<file path="src/rtl/multicycle_controller_pkg.sv">
// Shared constants for the multicycle controller: instruction encodings,
// ALU operation codes and the controller state type.
package mc_ctrl_pkg;

  typedef enum logic [2:0] {
    FETCH,
    DECODE,
    EXECUTE,
    MEMORY,
    WRITEBACK
  } state_t;

  localparam logic [5:0] OP_RTYPE = 6'b000000;
  localparam logic [5:0] OP_J     = 6'b000010;
  localparam logic [5:0] OP_JAL   = 6'b000011;
  localparam logic [5:0] OP_BEQ   = 6'b000100;
  localparam logic [5:0] OP_BNE   = 6'b000101;
  localparam logic [5:0] OP_ADDI  = 6'b001000;
  localparam logic [5:0] OP_ADDIU = 6'b001001;
  localparam logic [5:0] OP_SLTI  = 6'b001010;
  localparam logic [5:0] OP_SLTIU = 6'b001011;
  localparam logic [5:0] OP_ANDI  = 6'b001100;
  localparam logic [5:0] OP_ORI   = 6'b001101;
  localparam logic [5:0] OP_XORI  = 6'b001110;
  localparam logic [5:0] OP_LUI   = 6'b001111;
  localparam logic [5:0] OP_LW    = 6'b100011;
  localparam logic [5:0] OP_SW    = 6'b101011;

  localparam logic [5:0] FN_SLL  = 6'b000000;
  localparam logic [5:0] FN_SRL  = 6'b000010;
  localparam logic [5:0] FN_SRA  = 6'b000011;
  localparam logic [5:0] FN_SLLV = 6'b000100;
  localparam logic [5:0] FN_SRLV = 6'b000110;
  localparam logic [5:0] FN_SRAV = 6'b000111;
  localparam logic [5:0] FN_JR   = 6'b001000;
  localparam logic [5:0] FN_ADD  = 6'b100000;
  localparam logic [5:0] FN_ADDU = 6'b100001;
  localparam logic [5:0] FN_SUB  = 6'b100010;
  localparam logic [5:0] FN_SUBU = 6'b100011;
  localparam logic [5:0] FN_AND  = 6'b100100;
  localparam logic [5:0] FN_OR   = 6'b100101;
  localparam logic [5:0] FN_XOR  = 6'b100110;
  localparam logic [5:0] FN_NOR  = 6'b100111;
  localparam logic [5:0] FN_SLT  = 6'b101010;
  localparam logic [5:0] FN_SLTU = 6'b101011;

  localparam logic [3:0] ALU_AND  = 4'd0;
  localparam logic [3:0] ALU_OR   = 4'd1;
  localparam logic [3:0] ALU_ADD  = 4'd2;
  localparam logic [3:0] ALU_SUB  = 4'd3;
  localparam logic [3:0] ALU_SLT  = 4'd4;
  localparam logic [3:0] ALU_NOR  = 4'd5;
  localparam logic [3:0] ALU_XOR  = 4'd6;
  localparam logic [3:0] ALU_LUI  = 4'd7;
  localparam logic [3:0] ALU_SLL  = 4'd8;
  localparam logic [3:0] ALU_SRL  = 4'd9;
  localparam logic [3:0] ALU_SRA  = 4'd10;
  localparam logic [3:0] ALU_SLLV = 4'd11;
  localparam logic [3:0] ALU_SRLV = 4'd12;
  localparam logic [3:0] ALU_SRAV = 4'd13;

  function automatic logic is_alu_imm(input logic [5:0] op);
    return (op == OP_ADDI) || (op == OP_ADDIU) || (op == OP_SLTI) || (op == OP_SLTIU) ||
           (op == OP_ANDI) || (op == OP_ORI)   || (op == OP_XORI) || (op == OP_LUI);
  endfunction

endpackage

</file>
<file path="src/rtl/multicycle_controller_if.sv">
// Controller <-> datapath bundle: instruction fields and status in, control strobes out.
interface multicycle_controller_if #(
  parameter int unsigned ALUOP_W = 4
);
  logic [5:0]         opcode;
  logic [5:0]         func;
  logic               zero;
  logic               mem_ready;
  logic               PCWrite;
  logic               IRWrite;
  logic               IorD;
  logic               MemRead;
  logic               MemWrite;
  logic               MemtoReg;
  logic               Regwrite;
  logic               AluSrcA;
  logic               signed_imm;
  logic               DataC;
  logic [1:0]         RegDst;
  logic [1:0]         AluSrcB;
  logic [1:0]         PCSrc;
  logic [ALUOP_W-1:0] AluOperation;
  logic               instr_done;
  logic               illegal_op;

  modport master (
    input  opcode, func, zero, mem_ready,
    output PCWrite, IRWrite, IorD, MemRead, MemWrite, MemtoReg, Regwrite, AluSrcA,
           signed_imm, DataC, RegDst, AluSrcB, PCSrc, AluOperation, instr_done, illegal_op
  );

  modport slave (
    output opcode, func, zero, mem_ready,
    input  PCWrite, IRWrite, IorD, MemRead, MemWrite, MemtoReg, Regwrite, AluSrcA,
           signed_imm, DataC, RegDst, AluSrcB, PCSrc, AluOperation, instr_done, illegal_op
  );
endinterface

</file>
<file path="src/rtl/multicycle_controller_alu_decoder.sv">
// Combinational opcode/func -> ALU operation code, flagging unsupported encodings.
module alu_decoder
  import mc_ctrl_pkg::*;
#(
  parameter int unsigned ALUOP_W = 4
) (
  input  logic [5:0]         opcode,
  input  logic [5:0]         func,
  output logic [ALUOP_W-1:0] alu_op,
  output logic               illegal
);

  logic [3:0] code;

  always_comb begin
    code    = ALU_AND;
    illegal = 1'b0;
    case (opcode)
      OP_RTYPE: begin
        case (func)
          FN_ADD, FN_ADDU: code = ALU_ADD;
          FN_SUB, FN_SUBU: code = ALU_SUB;
          FN_AND:          code = ALU_AND;
          FN_OR:           code = ALU_OR;
          FN_XOR:          code = ALU_XOR;
          FN_NOR:          code = ALU_NOR;
          FN_SLT, FN_SLTU: code = ALU_SLT;
          FN_SLL:          code = ALU_SLL;
          FN_SRL:          code = ALU_SRL;
          FN_SRA:          code = ALU_SRA;
          FN_SLLV:         code = ALU_SLLV;
          FN_SRLV:         code = ALU_SRLV;
          FN_SRAV:         code = ALU_SRAV;
          FN_JR:           code = ALU_AND;
          default:         illegal = 1'b1;
        endcase
      end
      OP_ADDI, OP_ADDIU, OP_LW, OP_SW: code = ALU_ADD;
      OP_SLTI, OP_SLTIU:               code = ALU_SLT;
      OP_ANDI:                         code = ALU_AND;
      OP_ORI:                          code = ALU_OR;
      OP_XORI:                         code = ALU_XOR;
      OP_LUI:                          code = ALU_LUI;
      OP_BEQ, OP_BNE:                  code = ALU_SUB;
      OP_J, OP_JAL:                    code = ALU_AND;
      default:                         illegal = 1'b1;
    endcase
  end

  assign alu_op = ALUOP_W'(code);

endmodule

</file>
<file path="src/rtl/multicycle_controller.sv">
// Five-state multicycle control unit: sequences fetch/decode/execute/memory/writeback
// and drives the datapath strobes for each captured instruction.
module multicycle_controller
  import mc_ctrl_pkg::*;
#(
  parameter int unsigned ALUOP_W     = 4,
  parameter bit          MEM_WAIT_EN = 1'b1
) (
  input logic                    clk,
  input logic                    rst,
  multicycle_controller_if.master bus
);

  state_t             state;
  logic [5:0]         op_q;
  logic [5:0]         fn_q;
  logic               ready;
  logic [5:0]         dec_opcode;
  logic [5:0]         dec_func;
  logic [ALUOP_W-1:0] dec_op;
  logic               dec_illegal;
  logic               is_r, is_jr, is_imm, is_lw, is_sw, is_beq, is_bne, is_j, is_jal;

  assign ready = MEM_WAIT_EN ? bus.mem_ready : 1'b1;

  // DECODE judges legality on the live IR fields; later states see only the captured copy.
  assign dec_opcode = (state == DECODE) ? bus.opcode : op_q;
  assign dec_func   = (state == DECODE) ? bus.func   : fn_q;

  alu_decoder #(.ALUOP_W(ALUOP_W)) u_alu_decoder (
    .opcode  (dec_opcode),
    .func    (dec_func),
    .alu_op  (dec_op),
    .illegal (dec_illegal)
  );

  assign is_r   = (op_q == OP_RTYPE);
  assign is_jr  = is_r && (fn_q == FN_JR);
  assign is_imm = is_alu_imm(op_q);
  assign is_lw  = (op_q == OP_LW);
  assign is_sw  = (op_q == OP_SW);
  assign is_beq = (op_q == OP_BEQ);
  assign is_bne = (op_q == OP_BNE);
  assign is_j   = (op_q == OP_J);
  assign is_jal = (op_q == OP_JAL);

  always_ff @(posedge clk or posedge rst) begin
    if (rst) begin
      state <= FETCH;
      op_q  <= '0;
      fn_q  <= '0;
    end else begin
      case (state)
        FETCH: if (ready) state <= DECODE;
        DECODE: begin
          op_q  <= bus.opcode;
          fn_q  <= bus.func;
          state <= dec_illegal ? FETCH : EXECUTE;
        end
        EXECUTE: begin
          if (is_lw || is_sw)                 state <= MEMORY;
          else if ((is_r && !is_jr) || is_imm) state <= WRITEBACK;
          else                                 state <= FETCH;
        end
        MEMORY: if (ready) state <= is_lw ? WRITEBACK : FETCH;
        WRITEBACK: state <= FETCH;
        default:   state <= FETCH;
      endcase
    end
  end

  // Strobes are decoded from state; FETCH/MEMORY handshakes and branch outcome follow
  // mem_ready/zero within the cycle, and reset forces everything low at once.
  always_comb begin
    bus.PCWrite      = 1'b0;
    bus.IRWrite      = 1'b0;
    bus.IorD         = 1'b0;
    bus.MemRead      = 1'b0;
    bus.MemWrite     = 1'b0;
    bus.MemtoReg     = 1'b0;
    bus.Regwrite     = 1'b0;
    bus.AluSrcA      = 1'b0;
    bus.signed_imm   = 1'b0;
    bus.DataC        = 1'b0;
    bus.RegDst       = 2'b00;
    bus.AluSrcB      = 2'b00;
    bus.PCSrc        = 2'b00;
    bus.AluOperation = '0;
    bus.instr_done   = 1'b0;
    bus.illegal_op   = 1'b0;
    if (!rst) begin
      case (state)
        FETCH: begin
          bus.MemRead      = 1'b1;
          bus.AluSrcB      = 2'b01;
          bus.AluOperation = ALUOP_W'(ALU_ADD);
          bus.IRWrite      = ready;
          bus.PCWrite      = ready;
        end
        DECODE: begin
          bus.AluSrcB    = 2'b11;
          bus.signed_imm = 1'b1;
          bus.illegal_op = dec_illegal;
          bus.instr_done = dec_illegal;
        end
        EXECUTE: begin
          bus.AluOperation = dec_op;
          if (is_lw || is_sw) begin
            bus.AluSrcA    = 1'b1;
            bus.AluSrcB    = 2'b10;
            bus.signed_imm = 1'b1;
          end else if (is_jr) begin
            bus.PCWrite    = 1'b1;
            bus.PCSrc      = 2'b11;
            bus.instr_done = 1'b1;
          end else if (is_r) begin
            bus.AluSrcA = 1'b1;
          end else if (is_imm) begin
            bus.AluSrcA    = 1'b1;
            bus.AluSrcB    = 2'b10;
            bus.signed_imm = (op_q == OP_ADDI) || (op_q == OP_SLTI);
          end else if (is_beq || is_bne) begin
            bus.AluSrcA    = 1'b1;
            bus.PCSrc      = 2'b01;
            bus.PCWrite    = is_beq ? bus.zero : !bus.zero;
            bus.instr_done = 1'b1;
          end else if (is_j || is_jal) begin
            bus.PCWrite    = 1'b1;
            bus.PCSrc      = 2'b10;
            bus.instr_done = 1'b1;
            bus.Regwrite   = is_jal;
            bus.RegDst     = is_jal ? 2'b10 : 2'b00;
            bus.DataC      = is_jal;
          end
        end
        MEMORY: begin
          bus.IorD       = 1'b1;
          bus.MemRead    = is_lw;
          bus.MemWrite   = is_sw;
          bus.instr_done = is_sw && ready;
        end
        WRITEBACK: begin
          bus.Regwrite   = 1'b1;
          bus.RegDst     = is_r ? 2'b01 : 2'b00;
          bus.MemtoReg   = is_lw;
          bus.instr_done = 1'b1;
        end
        default: ;
      endcase
    end
  end

endmodule

</file>
<file path="src/flat_wrapper.sv">
// flat-port wrapper written by rule: the top's interface ports become plain ports
module multicycle_controller_flat import mc_ctrl_pkg::*;
#(
  parameter int unsigned ALUOP_W     = 4,
  parameter bit          MEM_WAIT_EN = 1'b1
)
  (clk, rst, bus_opcode, bus_func, bus_zero, bus_mem_ready, bus_PCWrite, bus_IRWrite, bus_IorD, bus_MemRead, bus_MemWrite, bus_MemtoReg, bus_Regwrite, bus_AluSrcA, bus_signed_imm, bus_DataC, bus_RegDst, bus_AluSrcB, bus_PCSrc, bus_AluOperation, bus_instr_done, bus_illegal_op);
  multicycle_controller_if #(.ALUOP_W(ALUOP_W)) bus_i ();
  input logic clk;
  input logic rst;
  input wire logic [$bits(bus_i.opcode)-1:0] bus_opcode;
  input wire logic [$bits(bus_i.func)-1:0] bus_func;
  input wire logic [$bits(bus_i.zero)-1:0] bus_zero;
  input wire logic [$bits(bus_i.mem_ready)-1:0] bus_mem_ready;
  output wire logic [$bits(bus_i.PCWrite)-1:0] bus_PCWrite;
  output wire logic [$bits(bus_i.IRWrite)-1:0] bus_IRWrite;
  output wire logic [$bits(bus_i.IorD)-1:0] bus_IorD;
  output wire logic [$bits(bus_i.MemRead)-1:0] bus_MemRead;
  output wire logic [$bits(bus_i.MemWrite)-1:0] bus_MemWrite;
  output wire logic [$bits(bus_i.MemtoReg)-1:0] bus_MemtoReg;
  output wire logic [$bits(bus_i.Regwrite)-1:0] bus_Regwrite;
  output wire logic [$bits(bus_i.AluSrcA)-1:0] bus_AluSrcA;
  output wire logic [$bits(bus_i.signed_imm)-1:0] bus_signed_imm;
  output wire logic [$bits(bus_i.DataC)-1:0] bus_DataC;
  output wire logic [$bits(bus_i.RegDst)-1:0] bus_RegDst;
  output wire logic [$bits(bus_i.AluSrcB)-1:0] bus_AluSrcB;
  output wire logic [$bits(bus_i.PCSrc)-1:0] bus_PCSrc;
  output wire logic [$bits(bus_i.AluOperation)-1:0] bus_AluOperation;
  output wire logic [$bits(bus_i.instr_done)-1:0] bus_instr_done;
  output wire logic [$bits(bus_i.illegal_op)-1:0] bus_illegal_op;
  assign bus_i.opcode = bus_opcode;
  assign bus_i.func = bus_func;
  assign bus_i.zero = bus_zero;
  assign bus_i.mem_ready = bus_mem_ready;
  assign bus_PCWrite = bus_i.PCWrite;
  assign bus_IRWrite = bus_i.IRWrite;
  assign bus_IorD = bus_i.IorD;
  assign bus_MemRead = bus_i.MemRead;
  assign bus_MemWrite = bus_i.MemWrite;
  assign bus_MemtoReg = bus_i.MemtoReg;
  assign bus_Regwrite = bus_i.Regwrite;
  assign bus_AluSrcA = bus_i.AluSrcA;
  assign bus_signed_imm = bus_i.signed_imm;
  assign bus_DataC = bus_i.DataC;
  assign bus_RegDst = bus_i.RegDst;
  assign bus_AluSrcB = bus_i.AluSrcB;
  assign bus_PCSrc = bus_i.PCSrc;
  assign bus_AluOperation = bus_i.AluOperation;
  assign bus_instr_done = bus_i.instr_done;
  assign bus_illegal_op = bus_i.illegal_op;
  multicycle_controller #(.ALUOP_W(ALUOP_W), .MEM_WAIT_EN(MEM_WAIT_EN)) u_core (.clk(clk), .rst(rst), .bus(bus_i));
endmodule
</file>
<file path="config.mk">
export PLATFORM = sky130hd
export DESIGN_NAME = multicycle_controller_flat
export DESIGN_NICKNAME = d
export VERILOG_FILES = /design/src/rtl/multicycle_controller_pkg.sv /design/src/rtl/multicycle_controller_if.sv /design/src/rtl/multicycle_controller_alu_decoder.sv /design/src/rtl/multicycle_controller.sv /design/src/flat_wrapper.sv
export SDC_FILE = /design/constraint.sdc
export NUM_CORES = 1
export LEC_CHECK = 0
export BUFFER_PORTS_ARGS = -buffer_cell sky130_fd_sc_hd__buf_2
export CAP_MARGIN = 40
export CORE_MARGIN = 2
export CORE_UTILIZATION = 54
export CTS_CLUSTER_DIAMETER = 50
export DETAILED_ROUTE_END_ITERATION = 7
export PLACE_DENSITY = 0.86
export SKIP_LAST_GASP = 1
export SLEW_MARGIN = 20
export SYNTH_ARGS = -nofsm -noshare
export SYNTH_HDL_FRONTEND = slang
export SYNTH_SLANG_ARGS = --single-unit
</file>
<file path="constraint.sdc">
create_clock -name clk -period 3.3 [get_ports clk]
set_clock_uncertainty 0.2 [all_clocks]
set_input_delay 0.825 -clock clk [delete_from_list [all_inputs] [get_ports clk]]
set_output_delay 0.825 -clock clk [all_outputs]
set_load 0.01 [all_outputs]
</file>
==> summary.txt <==
Status
  • Outcome: complete, but fails checks
  • Failing checks: setup timing

Critical path
  • Req. time, crit path: 2.27 ns
  • Startpoint types: flip-flop
  • Worst Setup EP: bus_AluOperation[3]
  • Worst R2R Setup Slack: 0.81 ns
  • Worst Path Max Fanout: 2
  • Critical path class: flip-flop to primary output
  • Crit path from: u_core.op_q[0]$_DFF_PP0_
  • Worst EP arrival: 2.50 ns
  • Worst r2r src: u_core.state[2]$_DFFE_PP0P_
  • Crit path capture type: primary output
  • R2R depth: 7
  • R2r endpoint: u_core.state[1]$_DFFE_PP0P_

Finish
  • Final net count: between 200 and 300
  • Share of cells above drive strength 1: 0.3986
  • Fillers: about 160
  • Antenna Cells: 0
  • Finished Core Util: 0.8247
  • Area Growth Syn to Fin: 42.45%
  • Multi-input combinational cell area: approximately 0.0013 mm²
  • Register area: 376.6 µm²

Timing
  • Max Slew Vio Count: 0
  • Rel. slew slack: 0.6563
  • Setup TNS: -1.087 ns
  • Min Tclk post-route: 3.527 ns
  • Worst-margin pin slew: 0.5132 ns
  • PnR worst setup slack: -0.2268 ns
  • Part of the cycle the worst path needs: 1.069
  • Count of final hold-check violations: 0
  • Fmax: 0.2835 GHz
  • WHS: around 0.33 ns
  • # setup viols final: 6
  • Unrepaired setup endpoints after global routing: yes

Floorplanning
  • Core area: approximately 0.0028 mm²
  • Site Rows: 19
  • Initial Util: 0.5789
  • # IOs: 38
  • Die X: 58.84 µm
  • Die area: 0.003462 mm²
  • Die H: 58.84 µm

Pwr
  • Sw power: 1.335 mW
  • Switching Share: 0.5201
  • Leakage: 1.014 nW
  • PwrDens: 1109 mW/mm²
  • Clock power frac: 0.045
  • Max VDD drop: 0.7430 mV
  • Internal power: 1.231 mW
  • Flop pwr share: 0.164
  • Combinational share of power: 0.791
  • Final total power: 2.566 mW

Logic synthesis
  • Mapped cell area: 0.001624 mm²
  • Synthesized Nets: 230
  • Xor/xnor share of the synthesized area: 0.01079
  • Largest area contributor in the netlist: dfrtp_1
  • Syn Inst Count: 214
  • Mux cell area share after synthesis: 0.08012
  • Unique cell type count in the Yosys netlist: 57
  • Synth Area in Compound Gates: 0.2704
  • Top-area cell type share of the netlist area: 0.2311
  • Most frequent cells after synthesis: nand2_1 (24), nor2_1 (24), dfrtp_1 (15), nor3_1 (13), inv_1 (12)
  • Largest family of logic cells by synthesized area: simple AND/OR/NAND/NOR gates
  • Prevailing post-synth register cell: dfrtp_1
  • Post-synth EDFFs: 0
  • Adder-cell share of the synthesized area: 0
  • Yosys reg bits: 15
  • Simple-gate portion of the synthesized area: 0.3351
  • Async set-reset flop share out of synthesis: 1.000
  • Avg Cell Area, Syn: 7.589 µm²
  • Ys Warns: 0
  • Seq/Total Area, Yosys: 0.2311
  • Area contributors post-synth: dfrtp_1 (23%), nand2_1 (5.5%), nor2_1 (5.5%)

Clocking
  • CTS H-Tree Depth: 1
  • Clk root buf: clkbuf_4
  • Reg clk slew, reported paths: 0.10 ns
  • TritonCTS clock tree: built
  • Num Clock Sinks: 15
  • TritonCTS Buffers: 3
  • Clk_lat worst skew: roughly 0.30 ns
  • CTS Buffer Depth: 2

Drt
  • Antenna-violating nets left: 0
  • Average wire per standard cell: 22.19 µm
  • Post-route DRC: 0
  • Post-Route WL: ~6900 µm
  • First-pass iteration count of the detailed router: 6
  • Routed vias: between 2000 and 2500
  • Initial drt markers: 367
  • Drt via density: approximately 7.3

Min path
  • Hold Path Class: primary input to async pin

Placed design
  • Placement Setup Slack: -0.1192 ns
  • HPWL Detailed: around 3700 µm
  • IO Port Bufs: 37
  • GP Congestion: 0.8983

GRT
  • Initial antenna violation count: 0
  • First-pass GRT wire length: 9763 µm
  • Grt total ovfl: 0
  • Maximum number of pins on one net before global-route repair: 14
  • Total GRT Usage: 0.3767
  • Number of global-route vias before repair: 1987

Job
  • Max_cap viols: 0
[flip-flops by register name, indices dropped and copies added, names as in the netlist]
| name | count |
|---|---|
| u_core.fn_q | 6 |
| u_core.op_q | 6 |
| u_core.state | 3 |
[worst min-delay path by stage]
| stage | from | depth (start not counted) | slack, ns | endpoint |
|---|---|---|---|---|
| 2_1_floorplan | u_core.fn_q[4]$_DFF_PP0_ | 2 | 0.35 | u_core.fn_q[4]$_DFF_PP0_ |
| 3_3_place_gp | u_core.fn_q[4]$_DFF_PP0_ | 2 | 0.39 | u_core.fn_q[4]$_DFF_PP0_ |
| 3_5_place_dp | u_core.fn_q[4]$_DFF_PP0_ | 2 | 0.41 | u_core.fn_q[4]$_DFF_PP0_ |
| 4_1_cts | rst | 2 | 0.32 | u_core.op_q[3]$_DFF_PP0_ |
| 5_1_grt | rst | 2 | 0.34 | u_core.op_q[0]$_DFF_PP0_ |
| 6_report | rst | 2 | 0.33 | u_core.op_q[3]$_DFF_PP0_ |
[placed cells by master (no fill, tap or decap), types with 6 or more instances in the layout]
| cell type | count |
|---|---|
| nor2_1 | 24 |
| buf_2 | 35 |
| nor3_1 | 12 |
| nor2b_1 | 9 |
| buf_4 | 31 |
| nand2_1 | 23 |
| dfrtp_1 | 14 |
| nand3_1 | 7 |
| inv_1 | 11 |
| o21ai_0 | 9 |
| buf_6 | 9 |
| a21oi_1 | 6 |
[per-stage QoR]
| step | std cells | area, µm² |
|---|---|---|
| global placement | 293 | 1948 |
| detailed placement | 293 | 1948 |
| global route | 312 | 2313 |
| floorplan | 214 | 1624 |
| finish | 312 | 2313 |
| CTS | 305 | 2206 |
[critical path, cell delays in order (launching register included)]
cell	delay, ns
dfrtp_1	0.43
nor3_1	0.41
nand2_1	0.16
or3_1	0.38
o31a_1	0.15
or3_4	0.38
nor3_2	0.15
buf_2	0.14
[kinds of logic (layout without fill, tap and decap cells)]
kind of cell           Yosys count  in the layout
AO/OA/AOI/OAI                   57             57
XOR/XNOR                         2              2
buffers and inverters           24             91
flip-flops                      15             15
multiplexers                    12             12
AND/OR/NAND/NOR                104            104
[power by group through the flow]
| stage | Combinational (mW) | Clock [mW] | Sequential, mW |
|---|---|---|---|
| 5_1_grt | 2.10 | 0.121 | 0.429 |
| 6_report | 2.03 | 0.115 | 0.421 |
| 4_1_cts | 1.64 | 0.109 | 0.398 |
| 3_5_place_dp | 1.34 | 0 | 0.381 |
| 3_3_place_gp | 1.32 | 0 | 0.378 |
| 2_1_floorplan | 0.994 | 0 | 0.356 |
[area by class of cell]
type,count,area share
Timing Repair Buffer,75,0.2201
Clock buffer,4,0.01136
Sequential cell,15,0.1628
Tap cell,31,0.01677
Multi-Input combinational cell,175,0.5695
Inverter,12,0.01947
[what timing repair did]
item,4_1_cts,5_1_grt
resized for setup,34,11
pin swaps,8,10
setup buffers,8,7
endpoints found under the setup margin,6,8
hold buffers,0,0
[per-layer routing]
metal,global-route usage,vias to the layer above,wire (µm)
met4,0.1656,0,519
li1,-,927,-
met2,0.6095,269,3070
met1,0.4945,1002,2359
met5,0,-,0
met3,0.06154,74,972
Note: power is estimated with default switching activity, not from simulation.
